`src/rtl/instr_fetch_decode_pkg.sv`:
```
// Shared opcodes, register names, instruction field positions and
// fetch FSM encodings for the mini-ALU fetch/decode front end.
`ifndef INSTR_FETCH_DECODE_DEFS
`define INSTR_FETCH_DECODE_DEFS
`define NOP   4'd0
`define LED   4'd1
`define BLE   4'd2
`define STO   4'd3
`define ADD   4'd4
`define SUB   4'd5
`define JMP   4'd6
`define SMUL  4'd7
`define IMUL  4'd8
`define IMUL2 4'd9
`define R1    8'd1
`define R2    8'd2
`define R3    8'd3
`define R4    8'd4
`define R5    8'd5
`define R6    8'd6
`define R7    8'd7
`endif

package instr_fetch_decode_pkg;

  localparam int OPCODE_MSB = 27;
  localparam int OPCODE_LSB = 24;
  localparam int DEST_MSB   = 23;
  localparam int DEST_LSB   = 16;
  localparam int SRC0_MSB   = 15;
  localparam int SRC0_LSB   = 8;
  localparam int SRC1_MSB   = 7;
  localparam int SRC1_LSB   = 0;
  localparam int IMM_MSB    = 15;
  localparam int IMM_LSB    = 0;

  localparam logic [3:0] OP_NOP = `NOP;
  localparam logic [3:0] OP_STO = `STO;
  localparam logic [3:0] OP_JMP = `JMP;

  typedef enum logic [1:0] {
    IDLE = 2'd0,
    RUN  = 2'd1,
    HOLD = 2'd2
  } fetch_state_e;

  typedef struct packed {
    logic [3:0]  opcode;
    logic [7:0]  dest;
    logic [7:0]  src0;
    logic [7:0]  src1;
    logic [15:0] imm;
  } dec_t;

endpackage

```
`src/rtl/instr_field_split.sv`:
```
// Combinational slicing of a 28-bit instruction word into its fields.
// Shared with execute-side trace logic.
module instr_field_split
  import instr_fetch_decode_pkg::*;
(
  input  logic [27:0] instr,
  output dec_t        fields
);

  // pure wiring: each field is a fixed bit range of the word
  always_comb begin
    fields        = '0;
    fields.opcode = instr[OPCODE_MSB:OPCODE_LSB];
    fields.dest   = instr[DEST_MSB:DEST_LSB];
    fields.src0   = instr[SRC0_MSB:SRC0_LSB];
    fields.src1   = instr[SRC1_MSB:SRC1_LSB];
    fields.imm    = instr[IMM_MSB:IMM_LSB];
  end

endmodule

```
`src/rtl/instr_fetch_decode.sv`:
```
// Fetch/decode front end: PC, ROM address, field latch, valid/stall issue.
// Define FETCH_JMP_FOLD_EN to resolve JMP locally instead of in execute.
module instr_fetch_decode
  import instr_fetch_decode_pkg::*;
#(
  parameter int                    ADDR_WIDTH  = 16,
  parameter int                    INSTR_WIDTH = 28,
  parameter logic [ADDR_WIDTH-1:0] RESET_PC    = '0
) (
  input  logic                   Clock,
  input  logic                   Reset,
  output logic [ADDR_WIDTH-1:0]  oAddress,
  input  logic [INSTR_WIDTH-1:0] iInstruction,
  input  logic                   iStall,
  input  logic                   iBranchTaken,
  input  logic [ADDR_WIDTH-1:0]  iBranchTarget,
  output logic                   oValid,
  output logic [3:0]             oOpcode,
  output logic [7:0]             oDestination,
  output logic [7:0]             oSourceAddr0,
  output logic [7:0]             oSourceAddr1,
  output logic [15:0]            oImmediate,
  output logic [ADDR_WIDTH-1:0]  oPC
);

  fetch_state_e          state_q;
  fetch_state_e          state_d;
  logic [ADDR_WIDTH-1:0] pc_q;
  logic [ADDR_WIDTH-1:0] pc_d;
  logic [ADDR_WIDTH-1:0] pc_issue_q;
  logic                  valid_q;
  dec_t                  dec_q;
  dec_t                  fields;
  logic                  le;
  logic                  load;
  logic                  flush;
  logic                  jmp_hit;

  instr_field_split u_split (
    .instr  (iInstruction[27:0]),
    .fields (fields)
  );

  // next state, next PC and load/flush strobes; redirect has top priority
  always_comb begin
    state_d = state_q;
    pc_d    = pc_q;
    load    = 1'b0;
    flush   = 1'b0;
    jmp_hit = 1'b0;
    le      = !valid_q || !iStall;
`ifdef FETCH_JMP_FOLD_EN
    jmp_hit = (fields.opcode == OP_JMP);
`endif
    if (iBranchTaken) begin
      state_d = RUN;
      flush   = 1'b1;
      pc_d    = iBranchTarget;
    end else begin
      unique case (state_q)
        IDLE: state_d = RUN;
        RUN, HOLD: begin
          if (le) begin
            state_d = RUN;
            if (jmp_hit) begin
              flush = 1'b1;
              pc_d  = {{(ADDR_WIDTH-8){1'b0}}, fields.dest};
            end else begin
              load = 1'b1;
              pc_d = pc_q + ADDR_WIDTH'(1);
            end
          end else begin
            state_d = HOLD;
          end
        end
        default: state_d = IDLE;
      endcase
    end
  end

  // FSM state register
  always_ff @(posedge Clock) begin
    if (Reset) state_q <= IDLE;
    else       state_q <= state_d;
  end

  // PC and issued-instruction registers
  always_ff @(posedge Clock) begin
    if (Reset) begin
      pc_q       <= RESET_PC;
      valid_q    <= 1'b0;
      dec_q      <= '0;
      pc_issue_q <= '0;
    end else begin
      pc_q <= pc_d;
      if (flush) begin
        valid_q <= 1'b0;
      end else if (load) begin
        valid_q    <= 1'b1;
        dec_q      <= fields;
        pc_issue_q <= pc_q;
      end
    end
  end

  assign oAddress     = pc_q;
  assign oValid       = valid_q;
  assign oOpcode      = dec_q.opcode;
  assign oDestination = dec_q.dest;
  assign oSourceAddr0 = dec_q.src0;
  assign oSourceAddr1 = dec_q.src1;
  assign oImmediate   = dec_q.imm;
  assign oPC          = pc_issue_q;

endmodule

```
`config.mk`:
```
export PLATFORM = sky130hd
export DESIGN_NAME = instr_fetch_decode
export DESIGN_NICKNAME = d
export VERILOG_FILES = /design/src/rtl/instr_fetch_decode_pkg.sv /design/src/rtl/instr_field_split.sv /design/src/rtl/instr_fetch_decode.sv
export SDC_FILE = /design/constraint.sdc
export NUM_CORES = 1
export LEC_CHECK = 0
export BUFFER_PORTS_ARGS = -buffer_cell sky130_fd_sc_hd__clkbuf_2
export CAP_MARGIN = 20
export CORE_MARGIN = 10
export CORE_UTILIZATION = 49
export DETAILED_ROUTE_END_ITERATION = 8
export HOLD_SLACK_MARGIN = 0.03
export PLACE_DENSITY = 0.9
export RECOVER_POWER = 25
export SLEW_MARGIN = 20
export SYNTH_ARGS = -nofsm -noshare
export SYNTH_HDL_FRONTEND = slang
export SYNTH_SLANG_ARGS = --single-unit
```
`constraint.sdc`:
```
create_clock -name Clock -period 6.24 [get_ports Clock]
set_clock_uncertainty 0.15 [all_clocks]
set_input_delay 0.624 -clock Clock [delete_from_list [all_inputs] [get_ports Clock]]
set_output_delay 0.624 -clock Clock [all_outputs]
set_load 0.1 [all_outputs]
```
# Word level (Yosys, flattened, before mapping)
# Index checks and enable logic that the tools add are counted.
[op_classes]
eq_ne = 2
mux = 10
n_bitwise = 1
n_addsub = 1
n_reduce_logical = 11
[ops]
columns = ["operator", "n"]
rows = [
  ["2-to-1 mux 16 bit", 3],
  ["adder 16 x 1 -> 16 bit (second input constant)", 1],
  ["OR reduction 2 bit", 3],
  ["2-to-1 mux 1 bit", 5],
  ["case mux 2 bit (2 select lines)", 1],
  ["AND reduction 2 bit", 2],
  ["nonzero test 2 bit", 2],
  ["equality test 2 x 1 -> 1 bit (second input constant)", 1],
  ["equality test 2 bit (second input constant)", 1],
  ["logical NOT 1 bit", 2],
  ["logical NOT 2 bit", 1],
  ["2-to-1 mux 2 bit", 1],
  ["logical OR 1 bit", 1],
  ["NOT 1 bit", 1],
]
[word_totals]
reg_bits = 79
output_inout_bits = 77
word_cells = 35

# Depth between registers and ports, before layout
# Gate-level depths: netlist of run 1.
[depth]
ltp_word = 6
ltp_mapped = 7
mapped_depth_nobuf = 6

# Cells and area by module
# A second synthesis of run 1 with hierarchy kept.
[hier_totals]
hier_cells = 426
area_unflattened_um2 = 3372.0
[by_module_without_submodules]
columns = ["mod", "seq_area_each_um2", "n_inst", "cells_each", "area_per_inst_um2"]
rows = [
  ["instr_fetch_decode", 1581.5, 1, 382, 3041.7],
  ["instr_field_split", 0.0, 1, 44, 330.3],
]

# Worst setup path after synthesis of run 1
# No wires, ideal clock.
[synth_timing]
path_type = "reg2reg"
from = "register pc_q[2], in the netlist oAddress[2]"
to = "register pc_q[11], in the netlist oAddress[11]"
n_path_buf = 1
path_stages_with_launch = 6
setup_time_ns = 0.091
t_arrival_ns = 2.369
t_required_ns = 5.999
setup_slack_ns = 3.630
cell_sequence = "dfxtp_1 -> nand3_1 -> or3_1 -> clkbuf_2 -> or4_1 -> a311oi_1"
[synth_between]
elab_chain_len = 4
[synth_rtl]
columns = ["element", "line", "text"]
rows = [
  ["from (decl)", "instr_fetch_decode.sv:28", "logic [ADDR_WIDTH-1:0] pc_q;"],
  ["from (signal assigned)", "instr_fetch_decode.sv:95", "pc_q <= pc_d;"],
  ["adder 16 x 1 -> 16 bit", "instr_fetch_decode.sv:70", "pc_d = pc_q + ADDR_WIDTH'(1);"],
  ["2-to-1 mux 16 bit", "instr_fetch_decode.sv:63", "if (le) begin"],
  ["2-to-1 mux 16 bit", "instr_fetch_decode.sv:60", "unique case (state_q)"],
  ["2-to-1 mux 16 bit", "instr_fetch_decode.sv:55", "if (iBranchTaken) begin"],
]
# Every way passes these cells. The select of a mux whose other input is x is not followed.
# A chain may end at the register's enable or synchronous reset.

==> results of run 1 <==
==> routing by layer <==
metal  routed length [µm]  global-route usage, %  part of all wire (%)
met3                  745                   9.03                    10
met4                   55                   5.40                  0.75
met1                 2960                   18.1                    40
met5                    0                      0                     0
met2                 3600                   28.1                    49
==> logic make-up after synthesis <==
family          Yosys count  synth area share (%)
compound gates           72                  16.8
xor+xnor                  9                  3.01
fa+ha+maj                 3                  1.43
buf+inv                  43                  8.51
flops                    63                  48.2
simple gates            138                  22.0
==> registers in the layout (all words and copies together), names as in the netlist <==
| register | cells |
|---|---|
| oAddress | 16 |
| oDestination | 8 |
| oImmediate | 1 |
| oOpcode | 4 |
| oPC | 16 |
| oSourceAddr0 | 8 |
| oSourceAddr1 | 7 |
| oValid | 1 |
| state_q | 2 |
==> layout make-up <==
class	count	share of cell area, %
clock buffer	13	4.83
inverter	7	0.799
timing repair buffer	126	18.1
clock inverter	3	0.533
tap	70	2.66
sequential	63	38.4
multi-input combinational	222	34.7
==> path summary, 6_finish.rpt <==
path	slack, ns	start	end
setup / recovery	3.40	Reset	oAddress[15]$_SDFFE_PP0P_
setup reg to reg	3.65	state_q[1]$_SDFF_PP0_	oDestination[2]$_SDFFE_PP0P_
hold / removal	0.30	oDestination[0]$_SDFFE_PP0P_	oDestination[0]$_SDFFE_PP0P_
hold reg to reg	0.30	oDestination[0]$_SDFFE_PP0P_	oDestination[0]$_SDFFE_PP0P_
==> worst max-delay path, cell delays in order <==
cell and delay [ns]:
clkbuf_2 0.07, clkbuf_1 1.93, a21oi_1 0.05, o31a_1 0.21
==> where the power goes <==
part	total (mW)	switching, mW	internal [mW]	leakage (nW)
clock network	0.314	0.149	0.165	0.0894
logic	0.279	0.234	0.0448	0.767
registers	0.442	0.0194	0.423	0.516
==> metrics by stage <==
stage                     total power [mW]  std cells  cell area, µm²
final                                 1.03        504            3290
after global routing                  1.08        504            3290
after CTS                             1.05        504            3330
after detailed placement             0.733        488            3150
after global placement               0.728        488            3150
after floorplan                      0.685        328            2620
==> cells in the final DEF (no fill, tap or decap), types with 3 or more instances in the layout <==
cell type   n
nand2_1    98
clkbuf_2   94
dfxtp_1    63
a21oi_1    48
clkbuf_1   33
nor2_1     14
clkbuf_8   11
a211oi_1    8
inv_1       7
nand3_1     6
xor2_1      6
a311oi_1    5
nand4_1     5
nor4_1      3
nor3_1      3
o31a_1      3
xnor2_1     3
ha_1        3
==> results.sh, run 1 <==
export IMPL_dr_pass1_iters=4
export IMPL_post_cts_buffers=0
export IMPL_ys_seq_area_share_pct=48.2
export IMPL_crit_path_end_kind="flop"
export IMPL_core_area_mm2=0.00514
export IMPL_crit_path_start_kind="primary input"
export IMPL_cts_resized=0
export IMPL_yosys_top_cells_area="dfxtp_1 (48%), nand2_1 (14%), a21oi_1 (9.2%)"
export IMPL_antenna_found_initial=0
export IMPL_drt_total_wl_um=7370
export IMPL_layout_setup_ws_ns=3.40
export IMPL_register_area_mm2=0.00126
export IMPL_grt_remaining_overflow=0
export IMPL_maxCapViolCount=1
export IMPL_yosys_warnings=0
export IMPL_viasPerCell=5.02
export IMPL_clk_latency_ns=0.33
export IMPL_grt_use_total_pct=16.9
export IMPL_layout_drive_gt1_share_pct=25.8
export IMPL_slew_limit_headroom_pct=-83.0
export IMPL_path_clk_slew_ns=0.07
export IMPL_post_route_period_util_pct=45.5
export IMPL_diodes=0
export IMPL_p_per_area_mw_per_mm2=315
export IMPL_synth_edff_count=0
export IMPL_status="complete, but fails checks"
export IMPL_area_growth_syn_to_layout_pct=25.6
export IMPL_holdCritPathClass="reg -> reg"
export IMPL_vias=2529
export IMPL_die_area_mm2=0.00867
export IMPL_arrival_ns=2.91
export IMPL_dr_first_iter_drc_count=110
export IMPL_finalSetupViolations=0
export IMPL_final_setup_tns_ns=0
export IMPL_wl_per_cell_um=14.6
export IMPL_worst_pin_slew_ns=2.75
export IMPL_p_leak_nw=1.37
export IMPL_synthFlopType="dfxtp_1"
export IMPL_min_path_cells=2
export IMPL_period_minus_slack_ns=2.84
export IMPL_syn_nets=379
export IMPL_rsz0062_at_grt="no"
export IMPL_clockBufferDepth=2
export IMPL_violations="capacitance limit, slew limit"
export IMPL_ioPinCount=125
export IMPL_yosysUniqueCellTypes=30
export IMPL_final_hold_viol_count=0
export IMPL_clkSinkCount=63
export IMPL_drcViolationCount=0
export IMPL_die_w_um=93.1
export IMPL_grt_pass1_vias=2560
export IMPL_crit_required_ns=6.31
export IMPL_multi_input_area_mm2=0.00114
export IMPL_cts_buffers=9
export IMPL_ys_ff_latch=63
export IMPL_fin_nets=480
export IMPL_synth_area_mm2=0.00262
export IMPL_hold_slack_ns=0.305
export IMPL_dpl_hpwl_um=5400
export IMPL_syn_area_per_cell_um2=7.98
export IMPL_ant_nets=0
export IMPL_max_freq_ghz=0.352
export IMPL_yosys_area_top_type="dfxtp_1"
export IMPL_synth_top_area_share_pct=48.2
export IMPL_grt_first_pass_wirelength_um=12000
export IMPL_synth_most_common_cell="nand2_1"
export IMPL_utilization_pct=63.9
export IMPL_path_max_fanout=63
export IMPL_start_util_pct=50.9
export IMPL_post_place_ws_ns=3.31
export IMPL_io_buffers=124
export IMPL_cts_hold_repair_buffers=0
export IMPL_synthTopCellsByCount="nand2_1 (98), dfxtp_1 (63), a21oi_1 (48)"
export IMPL_nFillCells=501
export IMPL_synth_async_sr_flop_share_pct=0
export IMPL_irDropWorstVdd_mv=0.174
export IMPL_path_class="in -> reg"
export IMPL_grt_max_degree=64
export IMPL_r2r_cells=7
export IMPL_syn_inst=328
export IMPL_place_congestion=0.780
export IMPL_htreeDepth=3
export IMPL_die_h_um=93.1
export IMPL_rows=26
export IMPL_root_buffer="clkbuf_8"
export IMPL_slew_violations=64
export IMPL_cts_tree="built"
No activity file was read; power rests on OpenSTA's default activity.
==> inputs of run 2 (changes only) <==
ABC_AREA = 1   (was default)
CORE_UTILIZATION = 42   (was 49)
PLACE_DENSITY = 0.81   (was 0.9)
clock period = 2.3 ns   (was 6.24 ns; I/O delays follow)
==> results.sh, run 2 <==
export IMPL_crit_path_start_kind="flop"
export IMPL_synthFlopType="dfxtp_1"
export IMPL_rows=29
export IMPL_placed_area_mm2=0.00334
export IMPL_cp_cell_sequence="inv_1 > ha_1 > nand2_2 > nor2_4 > buf_4 > nand2_1 > inv_1 > a21oi_1 > a21oi_1"
export IMPL_root_buffer="clkbuf_8"
export IMPL_cts_buffers=9
export IMPL_nFillCells=637
export IMPL_crit_start="state_q[0]$_SDFF_PP0_"
export IMPL_synthTopCellsByCount="nor2_1 (87), dfxtp_1 (63), nand2_1 (59)"
export IMPL_place_congestion=0.856
export IMPL_path_clk_slew_ns=0.07
export IMPL_ant_nets=0
export IMPL_critPathMaxStageDelay_ns=0.46
export IMPL_clkSinkCount=63
export IMPL_use_met1_pct=20.1
export IMPL_path_class="reg -> reg"
export IMPL_grt_util_met3_pct=7.02
export IMPL_core_area_mm2=0.00646
export IMPL_grt_remaining_overflow=0
export IMPL_htreeDepth=3
export IMPL_synth_async_sr_flop_share_pct=0
export IMPL_yosys_warnings=0
export IMPL_antenna_found_initial=0
export IMPL_diodes=0
export IMPL_status="finished clean"
export IMPL_wl_per_cell_um=14.7
export IMPL_rsz0062_at_grt="no"
export IMPL_start_util_pct=43.8
export IMPL_path_max_fanout=55
export IMPL_crit_required_ns=2.41
export IMPL_cp_num_buf_inv=3
export IMPL_drcViolationCount=0
export IMPL_die_w_um=102
export IMPL_finalSetupViolations=0
export IMPL_dr_pass1_iters=5
export IMPL_dpl_hpwl_um=6070
export IMPL_syn_inst=392
export IMPL_grt_busiest_layer="met2"
export IMPL_clockBufferDepth=2
export IMPL_worst_pin_slew_ns=1.23
export IMPL_irDropWorstVdd_mv=0.452
export IMPL_io_buffers=124
export IMPL_ys_seq_area_share_pct=44.6
export IMPL_synth_top_area_share_pct=44.6
export IMPL_grt_first_pass_wirelength_um=14200
export IMPL_post_cts_buffers=0
export IMPL_arrival_ns=2.20
export IMPL_p_per_area_mw_per_mm2=810
export IMPL_syn_nets=443
export IMPL_post_route_period_util_pct=90.8
export IMPL_grt_pass1_vias=2877
export IMPL_crit_path_end_kind="flop"
export IMPL_stdcell_area_mm2=0.00379
export IMPL_clk_latency_ns=0.34
export IMPL_yosys_area_top_type="dfxtp_1"
export IMPL_min_from="iBranchTarget[6]"
export IMPL_area_growth_syn_to_layout_pct=33.8
export IMPL_cts_tree="built"
export IMPL_die_area_mm2=0.0104
export IMPL_grt_use_met2_pct=27.9
export IMPL_synth_most_common_cell="nor2_1"
export IMPL_ys_ff_latch=63
export IMPL_maxCapViolCount=0
export IMPL_utilization_pct=58.6
export IMPL_synth_edff_count=0
export IMPL_p_leak_nw=1.83
export IMPL_crit_family="buffers and inverters"
export IMPL_grt_use_total_pct=17.1
export IMPL_dr_first_iter_drc_count=110
export IMPL_period_minus_slack_ns=2.09
export IMPL_final_setup_tns_ns=0
export IMPL_slew_limit_headroom_pct=18.1
export IMPL_syn_area_per_cell_um2=7.22
export IMPL_vias=2973
export IMPL_fin_nets=578
export IMPL_layout_common_cells="clkbuf_2 (91), nor2_1 (87), dfxtp_1 (61)"
export IMPL_grt_max_degree=56
export IMPL_slew_violations=0
export IMPL_final_common_cell="clkbuf_2"
export IMPL_reg2reg_from="state_q[0]$_SDFF_PP0_"
export IMPL_yosys_top_cells_area="dfxtp_1 (45%), nor2_1 (12%), o21ai_0 (9.0%)"
export IMPL_ioPinCount=125
export IMPL_worst_path_max_delay_cell="buf_4"
export IMPL_holdCritPathClass="in -> reg"
export IMPL_die_h_um=102
export IMPL_yosysUniqueCellTypes=32
export IMPL_max_freq_ghz=0.479
export IMPL_viasPerCell=4.88
export IMPL_drt_total_wl_um=8970
export IMPL_layout_drive_gt1_share_pct=23.3
export IMPL_synth_area_mm2=0.00283
export IMPL_final_hold_viol_count=0
export IMPL_hold_slack_ns=0.0488
[run 2: final timing paths]
check | endpoint | slack (ns) | cells past startpoint
worst max-delay path | oAddress[0]$_SDFFE_PP0P_ | 0.21 | 9
worst min-delay path | oAddress[6]$_SDFFE_PP0P_ | 0.05 | 3
worst max register to register | oAddress[0]$_SDFFE_PP0P_ | 0.21 | 9
worst min register to register | oPC[14]$_SDFFE_PP0P_ | 0.31 | 2
[run 2: cell type report]
type	instances	area, µm²	area share [%]
Sequential cell	63	1260	33.4
Multi-Input combinational cell	261	1220	32.2
Timing Repair Buffer	159	925	24.4
Clock buffer	11	131	3.47
Inverter	33	126	3.34
Tap cell	77	96.3	2.54
Clock inverter	5	25.0	0.661
[run 2: kinds of logic (layout without fill, tap and decap cells)]
logic type | after synthesis | in the layout | synth area share [%]
compound gates | 77 | 77 | 14.2
xor+xnor | 2 | 2 | 0.619
fa+ha+maj | 3 | 3 | 1.33
buf+inv | 68 | 208 | 12.3
flops | 63 | 63 | 44.6
simple gates | 179 | 179 | 26.9
[run 2: power breakdown]
| part | leakage (nW) | internal (mW) | switching, mW |
|---|---|---|---|
| clock | 0.0866 | 0.382 | 0.420 |
| sequential | 0.519 | 1.17 | 0.0584 |
| combinational | 1.22 | 0.171 | 0.871 |
| total | 1.83 | 1.72 | 1.35 |
[run 2: worst register-to-register path: cells and delay by family (launching register included)]
kind	cells	cell delay, ns
AOI/OAI and AO/OA	2	0.19
and+or+nand+nor	3	0.39
adders and majority gates	1	0.34
DFF	1	0.34
buffers and inverters	3	0.60
[run 2: per-layer routing]
metal | vias to the layer above | wire [µm]
met5 | - | 0
met4 | 0 | 123
met3 | 12 | 773
met2 | 107 | 4200
met1 | 1347 | 3870
li1 | 1507 | -
[run 2: per-stage QoR]
stage / std cells / total power, mW / setup WS, ns
floorplan: 392 / 2.11 / 0.152
global placement: 560 / 2.24 / 0.246
finish: 609 / 3.07 / 0.210
CTS: 609 / 3.10 / 0.171
detailed placement: 560 / 2.25 / 0.189
global route: 609 / 3.20 / 0.0290
[run 2: repair_timing]
action,in CTS,in global routing
resized for setup,0,2
endpoints found under the hold margin,33,0
hold buffers,33,0
endpoints found under the setup margin,0,1
